## config.mk

```make
export PLATFORM = sky130hd
export DESIGN_NAME = sprite_blit_writer_flat
export DESIGN_NICKNAME = d
export VERILOG_FILES = /design/src/rtl/dino_gfx_pkg.sv /design/src/rtl/sprite_blit_writer_if.sv /design/src/rtl/sprite_blit_writer_wrap_counter.sv /design/src/rtl/sprite_blit_writer.sv /design/src/flat_wrapper.sv
export SDC_FILE = /design/constraint.sdc
export NUM_CORES = 1
export LEC_CHECK = 0
export BUFFER_PORTS_ARGS = -buffer_cell sky130_fd_sc_hd__buf_2
export CORE_UTILIZATION = 55
export DETAILED_ROUTE_END_ITERATION = 16
export PLACE_DENSITY = 0.88
export SLEW_MARGIN = 20
export SYNTH_ARGS = -nofsm -noshare
export SYNTH_HDL_FRONTEND = slang
export SYNTH_SLANG_ARGS = --single-unit
```

## constraint.sdc

```tcl
create_clock -name clk -period 6.75 [get_ports clk]
set_clock_uncertainty 0.15 [all_clocks]
set_input_delay 0.3375 -clock clk [delete_from_list [all_inputs] [get_ports clk]]
set_output_delay 0.3375 -clock clk [all_outputs]
set_load 0.02 [all_outputs]
```

## src/rtl/dino_gfx_pkg.sv

```systemverilog
// rtl/dino_gfx_pkg.sv - shared framebuffer/sprite constants, blitter state type, coordinate reduce helper
// Contents: framebuffer geometry defaults, bus widths, transparent colour key,
//           blitter FSM state enum, reduce_coord() used to fold positions at request acceptance.
package dino_gfx_pkg;

  localparam int FB_WIDTH   = 320;
  localparam int FB_HEIGHT  = 240;
  localparam int FB_ADDR_W  = 17;
  localparam int COLOR_W    = 12;
  localparam int ROM_ADDR_W = 14;
  localparam int POS_W      = 9;
  localparam int SIZE_W     = 7;

  localparam logic [COLOR_W-1:0] TRANSPARENT_KEY = 12'hF0F;

  typedef enum logic [1:0] {
    ST_IDLE  = 2'd0,
    ST_RUN   = 2'd1,
    ST_DRAIN = 2'd2,
    ST_FIN   = 2'd3
  } blit_state_e;

  // Folds a 9-bit coordinate into [0, limit) by repeated conditional subtraction.
  // Four steps are enough for any limit >= 128, since 511 < 4 * 128.
  function automatic logic [POS_W-1:0] reduce_coord(input logic [POS_W-1:0] v,
                                                    input logic [POS_W-1:0] limit);
    logic [POS_W-1:0] r;
    r = v;
    for (int i = 0; i < 4; i++) begin
      if (r >= limit) r = r - limit;
    end
    return r;
  endfunction

endpackage

```

## src/rtl/sprite_blit_writer_if.sv

```systemverilog
// rtl/sprite_blit_writer_if.sv - draw request, sprite ROM and framebuffer write signal bundle
// Signals: start, pos_x, pos_y, spr_w, spr_h, spr_base (draw request)
//          rom_addr / rom_data (sprite ROM, data one cycle after address)
//          fb_we, fb_addr, fb_data (framebuffer write port), busy, done (status)
// Modports: slave  - the blitter (request and rom_data in; rom_addr, fb_*, busy, done out)
//           master - requester / memory side, directions mirrored
interface sprite_blit_writer_if;
  import dino_gfx_pkg::*;

  logic                  start;
  logic [POS_W-1:0]      pos_x;
  logic [POS_W-1:0]      pos_y;
  logic [SIZE_W-1:0]     spr_w;
  logic [SIZE_W-1:0]     spr_h;
  logic [ROM_ADDR_W-1:0] spr_base;
  logic [ROM_ADDR_W-1:0] rom_addr;
  logic [COLOR_W-1:0]    rom_data;
  logic                  fb_we;
  logic [FB_ADDR_W-1:0]  fb_addr;
  logic [COLOR_W-1:0]    fb_data;
  logic                  busy;
  logic                  done;

  modport master (
    output start, pos_x, pos_y, spr_w, spr_h, spr_base, rom_data,
    input  rom_addr, fb_we, fb_addr, fb_data, busy, done
  );

  modport slave (
    input  start, pos_x, pos_y, spr_w, spr_h, spr_base, rom_data,
    output rom_addr, fb_we, fb_addr, fb_data, busy, done
  );

endinterface

```

## src/rtl/sprite_blit_writer_wrap_counter.sv

```systemverilog
// rtl/sprite_blit_writer_wrap_counter.sv - loadable up-counter that wraps to 0 after LIMIT-1
// Ports: clk, rst_n (async active-low), load_i/load_val_i (load has priority),
//        inc_i (advance by one, wrapping at LIMIT), count_o (current value)
module wrap_counter #(
  parameter int W     = 9,
  parameter int LIMIT = 320
) (
  input  logic         clk,
  input  logic         rst_n,
  input  logic         load_i,
  input  logic [W-1:0] load_val_i,
  input  logic         inc_i,
  output logic [W-1:0] count_o
);

  localparam logic [W-1:0] LAST = W'(LIMIT - 1);

  logic [W-1:0] count_q, count_d;

  always_comb begin
    count_d = count_q;
    if (load_i) begin
      count_d = load_val_i;
    end else if (inc_i) begin
      count_d = (count_q == LAST) ? '0 : count_q + W'(1);
    end
  end

  always_ff @(posedge clk or negedge rst_n) begin
    if (!rst_n) count_q <= '0;
    else        count_q <= count_d;
  end

  assign count_o = count_q;

endmodule

```

## src/rtl/sprite_blit_writer.sv

```systemverilog
// rtl/sprite_blit_writer.sv - copies a sprite from ROM into the framebuffer with edge wrap
// Ports: clk, rst (async active-low), bus (sprite_blit_writer_if.slave: draw request,
//        sprite ROM port, framebuffer write port, busy/done status)
// Option: BLIT_TRANSPARENCY_EN - suppress writes of pixels equal to TRANSPARENT_KEY
module sprite_blit_writer
  import dino_gfx_pkg::*;
#(
  parameter int WIDTH  = FB_WIDTH,
  parameter int HEIGHT = FB_HEIGHT
) (
  input  logic                 clk,
  input  logic                 rst,
  sprite_blit_writer_if.slave  bus
);

  blit_state_e state_q, state_d;

  logic [SIZE_W-1:0]     w_q, h_q;
  logic [SIZE_W-1:0]     col_q, row_q;
  logic [POS_W-1:0]      x0_q;
  logic [ROM_ADDR_W-1:0] rom_addr_q;
  logic                  fb_we_q;
  logic [FB_ADDR_W-1:0]  fb_addr_q;

  logic                  accept;
  logic                  step;
  logic                  zero_size;
  logic                  row_end;
  logic                  last_pix;
  logic [POS_W-1:0]      pos_x_red, pos_y_red;
  logic [POS_W-1:0]      dx, dy;
  logic [FB_ADDR_W-1:0]  fb_addr_cur;

  assign zero_size = (bus.spr_w == '0) || (bus.spr_h == '0);
  assign pos_x_red = reduce_coord(bus.pos_x, POS_W'(WIDTH));
  assign pos_y_red = reduce_coord(bus.pos_y, POS_W'(HEIGHT));
  assign row_end   = (col_q == w_q - SIZE_W'(1));
  assign last_pix  = row_end && (row_q == h_q - SIZE_W'(1));

  always_comb begin
    state_d = state_q;
    accept  = 1'b0;
    step    = 1'b0;
    unique case (state_q)
      ST_IDLE: begin
        if (bus.start) begin
          accept  = 1'b1;
          state_d = zero_size ? ST_FIN : ST_RUN;
        end
      end
      ST_RUN: begin
        step = 1'b1;
        if (last_pix) state_d = ST_DRAIN;
      end
      ST_DRAIN: state_d = ST_FIN;
      ST_FIN:   state_d = ST_IDLE;
      default:  state_d = ST_IDLE;
    endcase
  end

  // dx restarts at the latched left edge at every row end; dy only steps at row ends.
  wrap_counter #(.W(POS_W), .LIMIT(WIDTH)) u_dx (
    .clk        (clk),
    .rst_n      (rst),
    .load_i     (accept || (step && row_end)),
    .load_val_i (accept ? pos_x_red : x0_q),
    .inc_i      (step && !row_end),
    .count_o    (dx)
  );

  wrap_counter #(.W(POS_W), .LIMIT(HEIGHT)) u_dy (
    .clk        (clk),
    .rst_n      (rst),
    .load_i     (accept),
    .load_val_i (pos_y_red),
    .inc_i      (step && row_end),
    .count_o    (dy)
  );

  assign fb_addr_cur = FB_ADDR_W'(dx) + FB_ADDR_W'(WIDTH) * FB_ADDR_W'(dy);

  // Row-major order makes the ROM address a plain running increment from spr_base.
  // The fb address for a pixel is registered alongside its ROM address so both
  // arrive together with the ROM data one cycle later.
  always_ff @(posedge clk or negedge rst) begin
    if (!rst) begin
      state_q    <= ST_IDLE;
      w_q        <= '0;
      h_q        <= '0;
      col_q      <= '0;
      row_q      <= '0;
      x0_q       <= '0;
      rom_addr_q <= '0;
      fb_we_q    <= 1'b0;
      fb_addr_q  <= '0;
    end else begin
      state_q <= state_d;
      fb_we_q <= step;
      if (step) fb_addr_q <= fb_addr_cur;
      if (accept) begin
        w_q        <= bus.spr_w;
        h_q        <= bus.spr_h;
        x0_q       <= pos_x_red;
        rom_addr_q <= bus.spr_base;
        col_q      <= '0;
        row_q      <= '0;
      end else if (step) begin
        rom_addr_q <= rom_addr_q + ROM_ADDR_W'(1);
        if (row_end) begin
          col_q <= '0;
          row_q <= row_q + SIZE_W'(1);
        end else begin
          col_q <= col_q + SIZE_W'(1);
        end
      end
    end
  end

  assign bus.rom_addr = rom_addr_q;
  assign bus.fb_addr  = fb_addr_q;
  // Gating keeps fb_data at zero while reset holds fb_we_q low.
  assign bus.fb_data  = fb_we_q ? bus.rom_data : '0;
`ifdef BLIT_TRANSPARENCY_EN
  assign bus.fb_we    = fb_we_q && (bus.rom_data != TRANSPARENT_KEY);
`else
  assign bus.fb_we    = fb_we_q;
`endif
  assign bus.busy     = (state_q != ST_IDLE);
  assign bus.done     = (state_q == ST_FIN);

endmodule

```

## src/flat_wrapper.sv

```systemverilog
// flat-port wrapper written by rule: the top's interface ports become plain ports
module sprite_blit_writer_flat import dino_gfx_pkg::*;
#(
  parameter int WIDTH  = FB_WIDTH,
  parameter int HEIGHT = FB_HEIGHT
)
  (clk, rst, bus_start, bus_pos_x, bus_pos_y, bus_spr_w, bus_spr_h, bus_spr_base, bus_rom_data, bus_rom_addr, bus_fb_we, bus_fb_addr, bus_fb_data, bus_busy, bus_done);
  sprite_blit_writer_if bus_i ();
  input  logic clk;
  input  logic rst;
  input wire logic [$bits(bus_i.start)-1:0] bus_start;
  input wire logic [$bits(bus_i.pos_x)-1:0] bus_pos_x;
  input wire logic [$bits(bus_i.pos_y)-1:0] bus_pos_y;
  input wire logic [$bits(bus_i.spr_w)-1:0] bus_spr_w;
  input wire logic [$bits(bus_i.spr_h)-1:0] bus_spr_h;
  input wire logic [$bits(bus_i.spr_base)-1:0] bus_spr_base;
  input wire logic [$bits(bus_i.rom_data)-1:0] bus_rom_data;
  output wire logic [$bits(bus_i.rom_addr)-1:0] bus_rom_addr;
  output wire logic [$bits(bus_i.fb_we)-1:0] bus_fb_we;
  output wire logic [$bits(bus_i.fb_addr)-1:0] bus_fb_addr;
  output wire logic [$bits(bus_i.fb_data)-1:0] bus_fb_data;
  output wire logic [$bits(bus_i.busy)-1:0] bus_busy;
  output wire logic [$bits(bus_i.done)-1:0] bus_done;
  assign bus_i.start = bus_start;
  assign bus_i.pos_x = bus_pos_x;
  assign bus_i.pos_y = bus_pos_y;
  assign bus_i.spr_w = bus_spr_w;
  assign bus_i.spr_h = bus_spr_h;
  assign bus_i.spr_base = bus_spr_base;
  assign bus_i.rom_data = bus_rom_data;
  assign bus_rom_addr = bus_i.rom_addr;
  assign bus_fb_we = bus_i.fb_we;
  assign bus_fb_addr = bus_i.fb_addr;
  assign bus_fb_data = bus_i.fb_data;
  assign bus_busy = bus_i.busy;
  assign bus_done = bus_i.done;
  sprite_blit_writer #(.WIDTH(WIDTH), .HEIGHT(HEIGHT)) u_core (.clk(clk), .rst(rst), .bus(bus_i));
endmodule
```

=== After elaboration in Yosys (flattened, before gate mapping) ===
Cells that the tools add are included.

* Add/sub/neg operators: 16
* Multiply operators: 1
* Divide/modulo/power cells: 0
* Magnitude comparators: 8
* Equality and inequality tests: 9
* Shift operators: 0
* Muxes and demuxes: 31
* Bitwise logic cells: 0
* Reductions and logical operators: 16

{| class="wikitable"
|+ Operator list
! operator !! count
|-
| $mux W9 || 15
|-
| $mux W7 || 6
|-
| $ge A9 B8 Y1 const B || 4
|-
| $ge A9 B9 Y1 const B || 4
|-
| $sub A9 B8 Y9 const B || 4
|-
| $sub A9 B9 Y9 const B || 4
|-
| $mux W14 || 2
|-
| $add A9 B1 Y9 const B || 2
|-
| $add A9 B17 Y17 || 1
|-
| $add A14 B1 Y14 const B || 1
|-
| $add A7 B1 Y7 const B || 2
|-
| $eq A7 B7 Y1 || 2
|-
| $logic_not A7 Y1 || 2
|-
| $sub A7 B1 Y7 const B || 2
|-
| $mux W12 || 1
|-
| $mul A3 B9 Y11 const A || 1
|-
| $reduce_bool A2 Y1 || 5
|-
| $eq A9 B8 Y1 const B || 1
|-
| $eq A9 B9 Y1 const B || 1
|-
| $pmux W2 S4 || 1
|-
| $mux W2 || 3
|-
| $eq A2 B2 Y1 const B || 2
|-
| $reduce_and A2 Y1 || 2
|-
| $logic_and A1 B1 Y1 || 3
|-
| 7 further kinds || 10
|}

* Register bits: 89
* Bits in latches: 0
* Memory bits (writable): 0
* Bits in read-only memories: 0
* Input bits: 61
* Output and inout bits: 46
* Logic and storage cells: 92
* Memories: 0

=== Depth between registers and ports, before layout ===
Gate-level depths: netlist of the first run.

* Depth after elaboration: 10
* Mapped depth: 22
* Mapped depth without buffers: 22

=== Hierarchy ===
From an unflattened synthesis of the first run, not the netlist that was laid out.

* Cell total of the unflattened synthesis: 708
* Area, all modules: 6,202.2 um2

{| class="wikitable"
|+ Modules (own cells, without submodules)
! module !! instances !! cells each !! area each (um2) !! seq. area each (um2)
|-
| sprite_blit_writer || 1 || 580 || 5,061.1 || 1,776.7
|-
| wrap_counter at u_core.u_dy || 1 || 69 || 593.1 || 225.2
|-
| wrap_counter at u_core.u_dx || 1 || 59 || 548.0 || 225.2
|}

=== Worst setup path before layout of the first run ===
Ideal clock, no wire load.

* Kind: input -> register
* Start: input port bus_pos_x[0]
* End: register u_core.u_dx.count_q[8] (netlist: u_core.u_dx.count_o[8])
* Setup time: 0.083 ns
* Arrival: 3.930 ns
* Required time: 6.517 ns
* Setup slack: 2.588 ns
* Stages on the path: 21
* Buffers on the path: 0
* Path through: nor4_4 a41o_1 and2_1 inv_1 ha_1 a32o_1 o21bai_1 a21o_1 o21ai_0 ha_1 and3_1 or3_1 a21boi_2 a211oi_2 inv_1 ha_1 and3_1 nor4_1 a31oi_1 a211o_1 o21ai_0

* Longest elaborated chain between the ends: 10
* Elaborated cells on any way between the ends: 14
* Classes of those cells: add/sub (4); order compare (4); mux (6)

{| class="wikitable"
|+ RTL lines
! what !! RTL line !! RTL
|-
| from (decl) || flat_wrapper.sv:12 || <nowiki>input wire logic [$bits(bus_i.pos_x)-1:0] bus_pos_x;</nowiki>
|-
| $sub A9 B9 Y9 / $ge A9 B9 Y1 (equally long branches) || dino_gfx_pkg.sv:30 || <nowiki>if (r >= limit) r = r - limit;</nowiki>
|-
| $mux W9 * || dino_gfx_pkg.sv:30 ||
|-
| $sub A9 B9 Y9 / $ge A9 B9 Y1 (equally long branches) || dino_gfx_pkg.sv:30 ||
|-
| $mux W9 * || dino_gfx_pkg.sv:30 ||
|-
| $sub A9 B9 Y9 / $ge A9 B9 Y1 (equally long branches) || dino_gfx_pkg.sv:30 ||
|-
| $mux W9 * || dino_gfx_pkg.sv:30 ||
|-
| $sub A9 B9 Y9 / $ge A9 B9 Y1 (equally long branches) || dino_gfx_pkg.sv:30 ||
|-
| $mux W9 * || dino_gfx_pkg.sv:30 ||
|-
| $mux W9 * || sprite_blit_writer.sv:66 || <nowiki>.load_val_i (accept ? pos_x_red : x0_q),</nowiki>
|-
| $mux W9 * || sprite_blit_writer_wrap_counter.sv:22 || <nowiki>if (load_i) begin</nowiki>
|-
| to (signal assigned) || sprite_blit_writer_wrap_counter.sv:31 || <nowiki>else count_q <= count_d;</nowiki>
|-
| to (decl) || sprite_blit_writer_wrap_counter.sv:18 || <nowiki>logic [W-1:0] count_q, count_d;</nowiki>
|}

Every way passes the cells marked *; elsewhere a longest branch is shown, timed or not.
A chain may end at the register's enable or synchronous reset.

=== Worst setup path after layout of the first run ===
Same ends and word-level chain as after synthesis.

==> summary.md, run 1 <==
| Metric | Value |
|---|---|
| Status | complete, no violations |
| Initial core utilization | 57.1% |
| Core outline area | around 11000 um^2 |
| Wirelength per Cell | approximately 15 um |
| IO Port Bufs | approximately 110 |
| Vias in the first global route | between 5000 and 6000 |
| Synth top area share | a little over a third |
| Crit. End Element | register |
| IO Pins | ~110 |
| Ys Warns | 0 |
| Detailed-route via count | a little under 6000 |
| Mapped Nets | between 800 and 900 |
| Drt via density | around 5.9 |
| First-pass GRT wire length | between 20 and 25 mm |
| Die Y | about 110 um |
| Hold WC Path Type | primary input to register |
| Pre-antenna DRT Iters | 5 |
| Placed Instance Area | ~6900 um^2 |
| Relative slew slack | 40.4% |
| TritonCTS Buffers | 9 |
| PwrDens | 161 nW/um^2 |
| Post-Synthesis Cell Area | 6270 um^2 |
| Setup WS post-layout | around 2.1 ns |
| CP Class | primary input to register |
| DIE AREA | 11800 um^2 |
| Layout cells sized above 1 | 18.8% |
| Final Power | 1.16 mW |
| WL met3 | just over 800 um |
| Final wirelength | approximately 15 mm |
| Peak VDD IR | between 0.0001 and 0.00015 V |
| Max clock buf depth | 2 |
| Seq cells post-synth | 89 |
| Setup violators final | 0 |
| Sequential element share of the synthesized area | a little over a third |
| Critical path data required time | about 6.9 ns |
| CP Data Arrival Time | about 4.8 ns |
| DR iter-0 viols | about 460 |
| GRT Util Overall | about a quarter |
| Worst Max-Slew Pin Slew | 0.887 ns |
| Main flop type after synthesis | dfrtp_1 |
| Tcrit/Tclk final | 69.4% |
| Number of synthesized flops with an enable pin | 0 |
| DP HPWL | 10.3 mm |
| Max Freq | ~210 MHz |
| Post-layout minimum cycle time | roughly 4.7 ns |
| Sink Count | roughly 90 |
| Post-synth ARST share | 100% |
| Top cells by area, synth | dfrtp_1 (36%), ha_1 (8.0%), nand2_1 (7.2%) |
| Skew-Pair Late Insertion Delay | 0.34 ns |
| DR WL met2 | approximately 7 mm |
| Die X | roughly 110 um |
| Ant diodes | 0 |
| Avg Inst Size Synth | between 8 and 9 um^2 |
| Pleak | 3.52 nW |
| Setup repair bufs after CTS | 0 |
| Distinct cells, synth | 73 |
| DRC viols | 0 |
| Met1 Routed Length | around 6.6 mm |
| Clock transition at path regs | around 0.07 ns |
| Design Area, Final | 7240 um^2 |
| Top Layer Used | met4 |
| Max-Cap Viols | 0 |
| Yosys top cell by area | dfrtp_1 |
| Post-layout util | between 60% and 70% |
| Count leader, synth | nand2_1 |
| Final antenna-violating net count | 0 |
| Placer congestion estimate | around 0.95 |
| Place WS | 1.84 ns |
| CP Max Fanout | 8 |
| CTS H-tree lvls | 3 |
| RSZ-0062 raised after global routing | no |
| Largest net degree at the start of global routing | 72 |
| Commonest cells in the netlist | nand2_1 (120), dfrtp_1 (89), o21ai_0 (64) |
| Post-Syn Instances | between 700 and 800 |
| Max Slew Vio Count | 0 |
| P&R area growth vs syn | 15.5% |
| Final Hold Fails | 0 |
| Root Driver | clkbuf_16 |
| Setup TNS | 0 ns |
| CP startpoint kind | primary input |
| Grt ovf | 0 |
| Post-cts resize count | 0 |
| Fin nets | a little over 900 |
| Initial antenna violation count | 0 |
| Row count | 38 |
| FILL cells | 877 |
| CTS tree | built |
[registers in the layout, summed over array words and instances (netlist names)]
| signal | count |
|---|---|
| u_core.state_q | 2 |
| u_core.bus.rom_addr | 14 |
| u_core.u_dx.count_o | 9 |
| u_core.u_dy.count_o | 9 |
| u_core.x0_q | 9 |
| u_core.w_q | 7 |
| u_core.h_q | 7 |
| u_core.row_q | 7 |
| u_core.bus.fb_we | 1 |
| u_core.col_q | 7 |
| u_core.bus.fb_addr | 17 |
[placed cells by master (no fill, tap or decap), types with 3 or more instances in the layout]
| master | n |
|---|---|
| nand4_1 | 9 |
| o21ai_1 | 3 |
| and2_1 | 15 |
| xnor2_1 | 21 |
| dfrtp_1 | 89 |
| nor4_1 | 5 |
| a22oi_1 | 4 |
| inv_1 | 38 |
| a32o_1 | 4 |
| nand2_1 | 120 |
| ha_1 | 39 |
| a211oi_1 | 4 |
| a21o_1 | 9 |
| nor3_1 | 16 |
| and3_1 | 21 |
| or4_1 | 4 |
| nor2_1 | 44 |
| a21oi_1 | 35 |
| buf_4 | 8 |
| nor3b_1 | 6 |
| or3_1 | 3 |
| xor2_1 | 31 |
| o41ai_1 | 3 |
| nand2b_1 | 4 |
| clkbuf_16 | 9 |
| nand3_1 | 23 |
| a31oi_1 | 5 |
| mux2i_1 | 5 |
| nand3b_1 | 5 |
| o21a_1 | 4 |
| mux2_2 | 13 |
| o31ai_1 | 4 |
| o21ai_0 | 64 |
| a211o_1 | 3 |
| nor2b_1 | 4 |
| buf_2 | 105 |
[worst max-delay path, cell delays in order]
cell      delay [ns]
buf_2           0.12
nor4_4          0.58
a41o_1          0.31
and2_1          0.19
inv_1           0.09
ha_1            0.22
a32o_1          0.23
o21bai_1        0.19
a21o_1          0.19
o21ai_0         0.15
ha_1            0.20
and3_1          0.19
a211o_1         0.20
a21boi_2        0.09
a211oi_2        0.26
inv_1           0.12
ha_1            0.23
and3_1          0.19
nor4_1          0.19
a31oi_1         0.10
a211o_1         0.33
o21ai_0         0.09
[metal layers]
metal	track usage, %	up-vias
met1	35.3	2746
met5	0	-
met2	42.0	223
met4	8.78	0
li1	-	2802
met3	3.23	20
[logic make-up after synthesis]
family                   after synthesis  share of synthesized area (%)
flip-flops                            89                           35.5
XOR/XNOR                              52                           7.27
adder cells (fa/ha/maj)               42                           8.62
AND/OR/NAND/NOR                      291                           22.7
multiplexers                          18                           3.13
buffers and inverters                 65                           3.97
AO/OA/AOI/OAI                        177                           18.8
[cell type report]
class | instances | area [um^2] | area share [%]
Timing Repair Buffer | 114 | 596 | 8.23
Clock inverter | 6 | 75.1 | 1.04
Inverter | 38 | 143 | 1.97
Tap cell | 140 | 175 | 2.42
Multi-Input combinational cell | 580 | 3790 | 52.4
Clock buffer | 10 | 229 | 3.16
Sequential cell | 89 | 2230 | 30.8
[timing repair]
action                     CTS  global route
setup endpoints to repair    0             0
hold endpoints to repair    43             0
hold buffers                 1             0
[final timing paths]
path	slack, ns	to	startpoint	cells past startpoint
max in group asynchronous	5.05	u_core.u_dy.count_o[1]$_DFFE_PN0P_	rst	3
min in group asynchronous	0.38	u_core.bus.rom_addr[9]$_DFFE_PN0P_	rst	2
hold reg to reg	0.33	u_core.x0_q[1]$_DFF_PN0_	u_core.x0_q[1]$_DFF_PN0_	2
setup reg to reg	3.16	u_core.row_q[6]$_DFFE_PN0P_	u_core.w_q[0]$_DFFE_PN0P_	10
hold / removal	0.04	u_core.bus.rom_addr[5]$_DFFE_PN0P_	bus_spr_base[5]	3
setup / recovery	2.06	u_core.u_dx.count_o[8]$_DFFE_PN0P_	bus_pos_x[0]	22
[stage by stage]
step | hold WS [ns] | std cells
6_report | 0.0423 | 977
3_3_place_gp | 0.210 | 960
4_1_cts | 0.0423 | 977
3_5_place_dp | 0.206 | 960
5_1_grt | 0.0473 | 977
2_1_floorplan | -0.108 | 734
[where the power goes]
part,switching (mW),total [mW],internal [mW]
logic,0.0733,0.121,0.0478
clock network,0.217,0.509,0.292
registers,0,0.533,0.533
Power figures use the tool's default switching activity.
==> inputs of run 2 (changes only) <==
- clock period: 6.75 -> 4.85 ns (I/O delays scaled with it)
==> run 2 against run 1 <==
Compared with the run above: design area increased by 4.2%; core utilization is 2.8 points higher; sequential power rose by 39%; combinational power grew 60%; sequential cell count did not move; die area is the same; total power increased by 42%; count of clock-buffer cells in the layout stayed put; cell count is 3.0% higher; routed wire length up 7.0%; largest power group unchanged.
==> summary.md, run 2 (same netlist as run 1, synthesis figures left out) <==
| Metric | Value |
|---|---|
| Placed Instance Area | 6950 um^2 (was 6930 um^2) |
| Final wirelength | 15.7 mm (was 14.7 mm) |
| Design Area, Final | 7550 um^2 (was 7240 um^2) |
| IO Pins | 107 (unchanged) |
| CP Data Arrival Time | 4.66 ns (was 4.78 ns) |
| DIE AREA | 11800 um^2 (unchanged) |
| Ant diodes | 0 (unchanged) |
| Post-layout minimum cycle time | 4.56 ns |
| Skew-Pair Late Insertion Delay | 0.34 ns (about the same) |
| Worst r2r dst | u_core.row_q[6]$_DFFE_PN0P_ (unchanged) |
| Max Freq | 219 MHz |
| Largest net degree at the start of global routing | 90 (was 72) |
| DRC viols | 0 (unchanged) |
| CP Class | primary input to register (unchanged) |
| Initial core utilization | 57.1% (unchanged) |
| Most used routing layer in global routing | met2 (unchanged) |
| Critical path data required time | 4.95 ns (was 6.85 ns) |
| DR iter-0 viols | 619 (was 456) |
| Peak VDD IR | 0.000229 V (was 0.000105 V) |
| CTS H-tree lvls | 3 (unchanged) |
| Vias in the first global route | 5562 (was 5307) |
| Grt ovf | 0 (unchanged) |
| Status | complete, no violations (unchanged) |
| Hold path startpoint | bus_spr_w[6] (was bus_spr_base[5]) |
| CTS tree | built (unchanged) |
| Tcrit/Tclk final | a little over nine tenths |
| Hold WC Path Type | primary input to register (unchanged) |
| Pleak | 3.64 nW (was 3.52 nW) |
| Pre-antenna DRT Iters | 5 (unchanged) |
| Wirelength per Cell | 15.6 um (was 15.0 um) |
| Max Slew Vio Count | 0 (unchanged) |
| First-pass GRT wire length | 25.5 mm (was 24.4 mm) |
| Relative slew slack | 32.4% (was 40.4%) |
| Max-Cap Viols | 0 (unchanged) |
| RR Startpoint | u_core.w_q[0]$_DFFE_PN0P_ (unchanged) |
| Die Y | 109 um (unchanged) |
| CP startpoint kind | primary input (unchanged) |
| Most frequent cells in the layout | nand2_1 (120), buf_2 (105), dfrtp_1 (89) (unchanged) |
| DP HPWL | 10.1 mm (was 10.3 mm) |
| Met3 usage | 4.30% (was 3.23%) |
| Crit. End Element | register (unchanged) |
| Final antenna-violating net count | 0 (unchanged) |
| Drt via density | 5.90 (was 5.93) |
| Placed cell count | 963 (was 960) |
| P&R area growth vs syn | 20.4% (was 15.5%) |
| Final Hold Fails | 0 (unchanged) |
| Setup repair bufs after CTS | 0 (unchanged) |
| Worst Max-Slew Pin Slew | 1.01 ns (was 0.887 ns) |
| Row count | 38 (unchanged) |
| Core outline area | 11000 um^2 (unchanged) |
| Fin nets | 964 (was 935) |
| TritonCTS Buffers | 9 (unchanged) |
| Die X | 109 um (unchanged) |
| Layout cells sized above 1 | 18.7% (was 18.8%) |
| Placer congestion estimate | 0.886 (was 0.950) |
| Non-filler cells, final | 1006 (was 977) |
| Root Driver | clkbuf_16 (unchanged) |
| IO Port Bufs | 106 (unchanged) |
| GR Layer Usage met1 | 36.0% (was 35.3%) |
| Sink Count | 89 (unchanged) |
| PwrDens | 218 nW/um^2 (was 161 nW/um^2) |
| Initial antenna violation count | 0 (unchanged) |
| Grt met2 use | 44.5% (was 42.0%) |
| Number of flip-flops in the largest register | 17 (unchanged) |
| Detailed-route via count | 5938 (was 5791) |
| Hold path depth | 3 (unchanged) |
| Setup violators final | 0 (unchanged) |
| Clock transition at path regs | 0.06 ns (was 0.07 ns) |
| Max clock buf depth | 2 (unchanged) |
| R2r worst-path depth | 11 (was 10) |
| Min-Delay Endpoint | u_core.w_q[6]$_DFFE_PN0P_ (was u_core.bus.rom_addr[5]$_DFFE_PN0P_) |
| Reg2reg setup slack | 1.58 ns (was 3.16 ns) |
| Commonest non-fill, non-tap cell in the layout | nand2_1 (unchanged) |
| CP Max Fanout | 4 (was 8) |
| GRT Util Overall | 27.0% (was 25.7%) |
[run 2: routing by layer]
layer	wire length, um	up-vias	share of wire [%]
met4	395	0	2.5
met2	7480	282	48
met5	0	-	0
met3	1080	39	6.9
met1	6720	2753	43
li1	-	2864	-
[run 2: repair_timing]
action	in CTS	in global routing
resized for setup	0	4
hold endpoints to repair	26	89
endpoints found under the setup margin	0	5
hold buffers	26	1
[run 2: metrics by stage]
step           hold slack [ns]  utilization (%)  total power, mW  setup slack [ns]  TNS (ns)
2_1_floorplan           -0.203                -            0.854             0.783         0
3_3_place_gp             0.295             63.3            0.921             0.347         0
3_5_place_dp             0.301             63.3            0.924             0.200         0
4_1_cts                0.00235             68.4             1.64             0.126         0
5_1_grt                0.00271             68.7             1.71          -0.00688  -0.00688
6_report                0.0144             68.7             1.65             0.294         0
[run 2: worst max-delay path by stage]
stage | cells after the start | start | endpoint | slack, ns
finish | 23 | bus_pos_x[5] | u_core.u_dx.count_o[8]$_DFFE_PN0P_ | 0.29
global route | 23 | bus_pos_x[5] | u_core.u_dx.count_o[8]$_DFFE_PN0P_ | -0.007
CTS | 23 | bus_pos_x[5] | u_core.u_dx.count_o[8]$_DFFE_PN0P_ | 0.13
detailed placement | 22 | bus_pos_x[0] | u_core.u_dx.count_o[8]$_DFFE_PN0P_ | 0.20
global placement | 22 | bus_pos_x[0] | u_core.u_dx.count_o[8]$_DFFE_PN0P_ | 0.35
floorplan | 21 | bus_pos_x[0] | u_core.u_dx.count_o[8]$_DFFE_PN0P_ | 0.78
[run 2: report_power, final]
group          switching, mW  internal, mW
Sequential                 0         0.742
Clock                  0.305         0.407
Combinational          0.110        0.0833
[run 2: final cells by class]
type                    count  area (um^2)
flip-flops and latches     89         2230
repair buffers            143          882
inverters                  38          143
well taps                 140          175
fillers                   809         3440
clock inverters             6         73.8
multi-input cells         580         3820
clock buffers              10          229
[run 2: worst max-delay path, stage by stage]
cell,delay (ns)
dlygate4sd3_1,0.53
buf_2,0.14
nor2_4,0.14
a41o_1,0.23
and2_1,0.18
inv_1,0.11
ha_1,0.24
a32o_1,0.24
o21bai_1,0.19
a21o_1,0.19
o21ai_0,0.14
ha_1,0.20
and3_1,0.18
or3_1,0.19
a21boi_2,0.10
a211oi_4,0.21
inv_1,0.10
ha_1,0.22
and3_1,0.20
nor4_2,0.18
a31oi_1,0.10
a211o_1,0.34
o21ai_0,0.08
